===== src/rtl/hazard_ctrl.sv =====
// hazard_ctrl: sequencing controller for a 5-stage (IF/ID/EX/MEM/WB) scalar+vector
// pipeline with no operand forwarding. A 3-entry scoreboard tracks in-flight scalar
// and vector destinations in EX/MEM/WB. Fetch/decode is stalled on RAW hazards,
// taken branches are gated, and the branch shadow is flushed.
// Optional feature macro: HAZARD_PERF_EN adds saturating stall/flush counters.
module hazard_ctrl #(
  parameter bit          WB_BYPASS     = 1'b0,
  parameter bit          X0_HARDWIRED  = 1'b1,
  parameter int unsigned BRANCH_SHADOW = 2
) (
  input  logic        clk,
  input  logic        rst,
  input  logic        id_valid,
  input  logic [4:0]  id_rs1,
  input  logic [4:0]  id_rs2,
  input  logic        id_rs1_used,
  input  logic        id_rs2_used,
  input  logic [4:0]  id_vs1,
  input  logic [4:0]  id_vs2,
  input  logic        id_vs1_used,
  input  logic        id_vs2_used,
  input  logic [4:0]  id_rd,
  input  logic        id_rd_we,
  input  logic [4:0]  id_vd,
  input  logic        id_vd_we,
  input  logic        id_branch,
  output logic        stall_fetch,
  output logic        bubble_ex,
  output logic        flush_decode,
  output logic        pc_load,
  output logic [1:0]  pending
`ifdef HAZARD_PERF_EN
  ,
  output logic [31:0] perf_stall_cnt,
  output logic [31:0] perf_flush_cnt
`endif
);

  typedef struct packed {
    logic       valid;
    logic       s_we;
    logic [4:0] s_reg;
    logic       v_we;
    logic [4:0] v_reg;
  } sb_entry_t;

  localparam int EX  = 0;
  localparam int MEM = 1;
  localparam int WB  = 2;
  // With write-through register files the WB writer is already visible to ID.
  localparam int N_CMP = WB_BYPASS ? 2 : 3;
  localparam logic [1:0] SHADOW_INIT = 2'(BRANCH_SHADOW);

  sb_entry_t [2:0] sb_q, sb_d;
  logic [1:0]      shadow_q, shadow_d;
  logic            hazard;
  logic            issue;
  logic            shadow_idle;

  // Scalar source hit; x0 never matches when it is hardwired.
  function automatic logic s_hit(input logic [4:0] rs, input logic used,
                                 input logic [4:0] rd);
    return used && (rs == rd) && !(X0_HARDWIRED && (rs == 5'd0));
  endfunction

  // RAW compare of the decode sources against the compared scoreboard stages.
  always_comb begin
    // NOTE: every always_comb output gets a default first so no path can infer a latch.
    hazard = 1'b0;
    for (int i = 0; i < N_CMP; i++) begin
      if (sb_q[i].valid) begin
        if (sb_q[i].s_we &&
            (s_hit(id_rs1, id_rs1_used, sb_q[i].s_reg) ||
             s_hit(id_rs2, id_rs2_used, sb_q[i].s_reg)))
          hazard = 1'b1;
        if (sb_q[i].v_we &&
            ((id_vs1_used && (id_vs1 == sb_q[i].v_reg)) ||
             (id_vs2_used && (id_vs2 == sb_q[i].v_reg))))
          hazard = 1'b1;
      end
    end
  end

  // Issue decision and pipeline control outputs; all forced low while rst is high.
  always_comb begin
    shadow_idle  = (shadow_q == 2'd0);
    issue        = !rst && id_valid && !hazard && shadow_idle;
    stall_fetch  = !rst && id_valid && hazard && shadow_idle;
    bubble_ex    = !rst && !issue;
    pc_load      = issue && id_branch;
    flush_decode = !rst && !shadow_idle;
    pending      = rst ? 2'd0
                       : ({1'b0, sb_q[EX].valid} + {1'b0, sb_q[MEM].valid} +
                          {1'b0, sb_q[WB].valid});
  end

  // Scoreboard shift (runs through stalls) and branch shadow countdown.
  always_comb begin
    sb_d      = '0;
    sb_d[WB]  = sb_q[MEM];
    sb_d[MEM] = sb_q[EX];
    if (issue) begin
      sb_d[EX] = '{valid: 1'b1,
                   s_we:  id_rd_we && !(X0_HARDWIRED && (id_rd == 5'd0)),
                   s_reg: id_rd,
                   v_we:  id_vd_we,
                   v_reg: id_vd};
    end
    shadow_d = shadow_q;
    if (pc_load)
      shadow_d = SHADOW_INIT;
    else if (!shadow_idle)
      shadow_d = shadow_q - 2'd1;
  end

  // State registers with synchronous reset.
  always_ff @(posedge clk) begin
    // NOTE: sequential state uses non-blocking assignments so all flops update together.
    if (rst) begin
      sb_q     <= '0;
      shadow_q <= 2'd0;
    end else begin
      sb_q     <= sb_d;
      shadow_q <= shadow_d;
    end
  end

`ifdef HAZARD_PERF_EN
  logic [31:0] perf_stall_q, perf_stall_d;
  logic [31:0] perf_flush_q, perf_flush_d;

  // Saturating event counters for stall and flush cycles.
  always_comb begin
    perf_stall_d = perf_stall_q;
    perf_flush_d = perf_flush_q;
    if (stall_fetch && (perf_stall_q != '1))
      perf_stall_d = perf_stall_q + 32'd1;
    if (flush_decode && (perf_flush_q != '1))
      perf_flush_d = perf_flush_q + 32'd1;
  end

  // Counter registers, cleared by rst.
  always_ff @(posedge clk) begin
    if (rst) begin
      perf_stall_q <= '0;
      perf_flush_q <= '0;
    end else begin
      perf_stall_q <= perf_stall_d;
      perf_flush_q <= perf_flush_d;
    end
  end

  assign perf_stall_cnt = perf_stall_q;
  assign perf_flush_cnt = perf_flush_q;
`endif

endmodule


===== config.mk =====
export PLATFORM = sky130hd
export DESIGN_NAME = hazard_ctrl
export DESIGN_NICKNAME = d
export VERILOG_FILES = /design/src/rtl/hazard_ctrl.sv
export SDC_FILE = /design/constraint.sdc
export NUM_CORES = 1
export LEC_CHECK = 0
export ABC_AREA = 1
export CAP_MARGIN = 20
export CELL_PAD_IN_SITES_DETAIL_PLACEMENT = 1
export CELL_PAD_IN_SITES_GLOBAL_PLACEMENT = 1
export CORE_AREA = 5 5 88 90
export CTS_CLUSTER_DIAMETER = 100
export CTS_CLUSTER_SIZE = 14
export DETAILED_ROUTE_END_ITERATION = 7
export DIE_AREA = 0 0 93 95
export GPL_ROUTABILITY_DRIVEN = 0
export GPL_TIMING_DRIVEN = 0
export PLACE_DENSITY = 0.8
export SLEW_MARGIN = 10
export SYNTH_ARGS = -nofsm -noshare
export SYNTH_HDL_FRONTEND = slang
export SYNTH_SLANG_ARGS = --single-unit

===== constraint.sdc =====
create_clock -name clk -period 1.9 [get_ports clk]
set_clock_uncertainty 0.1 [all_clocks]
set_input_delay 0.38 -clock clk [delete_from_list [all_inputs] [get_ports clk]]
set_output_delay 0.38 -clock clk [all_outputs]
set_load 0.005 [all_outputs]

==> qor.yml <==
yosys:
  syn-num-nets: 420
  ys_types: 23
  seq_area_frac_synth_pct: 34.7
  syn_area_per_cell_um2: 6.25
  ys_ff_latch: 41
  syn_inst: 379
  ys_warn_count: 0
  synthesis.area_mm2: 0.00237
route:
  wire_per_inst_um: 13.4
  drtIter0Drc: 82
  drc: 0
  antenna_left: 0
  vias: 2435
  dr.pass1.iters: 4
  wl_um: 6960
  post_drt_via_cell_ratio: 4.70
clock_network:
  hold_buffers: 0
  cts-buffers-inserted: 5
  clock_latency_ps: 290
  clk_path_buf_depth: 2
  h-tree-depth: 2
  clkTransAtPathRegs_ps: 80
  root_buffer: "clkbuf_8"
  cts_tree: "built"
  cts.sinks: 41
final_layout:
  drive_above_1_share_pct: 26.6
  regArea_um2: 855
  fin_area_mm2: 0.00308
  multi_input_area_mm2: 0.00129
  nFillCells: 924
  num-nets-final: 477
  synthToLayoutAreaGrowth_pct: 30.1
  antennaDiodeCount: 0
  fin_cells: 518
global_route:
  grt_pass1_vias: 2508
  grt_max_degree: 13
  antenna_found_initial: 0
  grt_pass1_wl_um: 11100
  overflow: 0
  gr-usage-all-layers_pct: 15.7
timing:
  hold-worst-slack_ps: 328
  post-route-min-period_ps: 2260
  hold_viol: 0
  setup_viol: 3
  drv_slew: 0
  fmax_mhz: 443
  relSlewSlack_pct: 57.5
  rsz0062_at_grt: "yes"
  worstMarginPinSlew_ps: 638
  fin_ws_ps: -359
  fin_crit_sh_pct: 119
  tns_ps: -974
die:
  ios: 46
  core_area_mm2: 0.00698
  die_w_um: 93
  die_area_mm2: 0.00884
  rows: 31
  initial_core_util_pct: 33.9
  die_height_um: 95
hold_path:
  hold_class: "reg2reg"
status:
  status: "finished with violations"
  violations: "negative setup slack"
placement:
  dpl_cell_area_mm2: 0.00291
  buffer_ports.inserted: 44
  placed_cells_incl_taps: 505
  hpwlAfterDp_um: 5320
worst_setup_path:
  critPathKind: "reg2out"
  crit_path_end_kind: "output port"
  worstPathRequired_ps: 1420
  arrival_ps: 1780
  cp_max_fo: 3
  cp-start-kind: "flip-flop"
pwr:
  ir_worst_vdd_mv: 0.227
  cellPowerDensity_mw_per_mm2: 597
  p_leak_nw: 1.47
  power_w: 0.00184
job:
  drv_cap: 0
==> synth_stat cells <==
cell type  count  area [um2]
nand2_1      108         405
nor2_1        71         267
inv_1         64         240
dfxtp_1       41         821
o21ai_0       24         120
nand3_1       15        75.1
nor2_4        12         135
inv_2         10        37.5
a21oi_1        6        30.0
xnor2_1        6        52.6
clkbuf_1       4        15.0
xor2_1         4        35.0
nand2_2        3        18.8
nand3_2        2        20.0
a21boi_2       1        11.3
buf_12         1        20.0
fa_1           1        20.0
nand2_4        1        11.3
nand4_1        1        6.26
nor2_2         1        6.26
nor3_1         1        5.00
o211ai_1       1        7.51
o31ai_1        1        7.51
==> final cells by class <==
class | instances | share of cell area, %
clock inverters | 1 | 0.284
multi-input cells | 259 | 42.1
inverters | 74 | 9.18
repair buffers | 50 | 13.7
plain buffers | 5 | 1.38
well taps | 82 | 3.33
clock buffers | 6 | 2.36
flip-flops and latches | 41 | 27.8
==> kinds of logic after synthesis <==
family / after synthesis / synth area share (%)
adder cells (fa/ha/maj): 1 / 0.846
buffers and inverters: 79 / 13.2
flip-flops: 41 / 34.7
XOR/XNOR: 10 / 3.70
AO/OA/AOI/OAI: 33 / 7.45
AND/OR/NAND/NOR: 215 / 40.1
==> power by group <==
| part | switching (W) | leakage [nW] | internal (W) |
|---|---|---|---|
| combinational | 0.000208 | 1.09 | 0.000157 |
| sequential | 0.0000235 | 0.344 | 0.000886 |
| clock | 0.000309 | 0.0412 | 0.000255 |
==> repair_timing <==
action / in CTS / in global routing
setup endpoints to repair: 18 / 16
gates resized for setup: 119 / 38
cloned: 0 / 1
pin swaps: 21 / 14
buffers inserted: 4 / 1
==> layer usage <==
layer	vias to the layer above	routed length (um)	part of all wire [%]	global-route usage [%]
met5	-	0	0	0
met4	0	73	1.0	3.17
met3	7	253	3.6	2.87
met2	34	3640	52	29.4
met1	1161	3000	43	18.8
li1	1233	-	-	-
==> cell usage in the layout (no fill, tap or decap), drive strengths merged, types with 4 or more instances in the layout <==
cell type,instances
buf,21
clkbuf,12
nand2,112
a21oi,6
nand3,17
clkdlybuf4s15,7
xnor2,6
dlygate4sd2,6
nor2,84
xor2,4
clkdlybuf4s50,15
dfxtp,41
o21ai,24
inv,74
==> worst max-delay path, stage by stage (launching register included) <==
cell and delay [ps]:
dfxtp_4 380, a21oi_1 160, nand2_1 90, nor2_2 130, nand2_1 90, nand2_1 70, nand2_1 50, nand2_1 60
nand2_2 50, nand2_2 70, nor2_4 50, nand2_4 60, inv_2 40, nor2_2 70, buf_2 110
==> flip-flops by register name, indices dropped and copies added (netlist names) <==
signal    count
shadow_q      2
sb_d         26
sb_q         13
==> final timing paths <==
path	slack, ps	endpoint	depth (start not counted)	start
max	-360	bubble_ex	14	sb_d[22]
max reg2reg	60	sb_d[15]	14	sb_d[22]
min	330	shadow_q[0]	1	shadow_q[0]
min reg2reg	330	shadow_q[0]	1	shadow_q[0]
==> per-stage QoR <==
stage	worst slack, ps	utilization, %
2_1_floorplan	147	-
3_3_place_gp	-1160	41.7
3_5_place_dp	-1140	41.7
4_1_cts	-394	43.2
5_1_grt	-565	44.1
6_report	-359	44.1
Note: power is estimated with default switching activity, not from simulation.
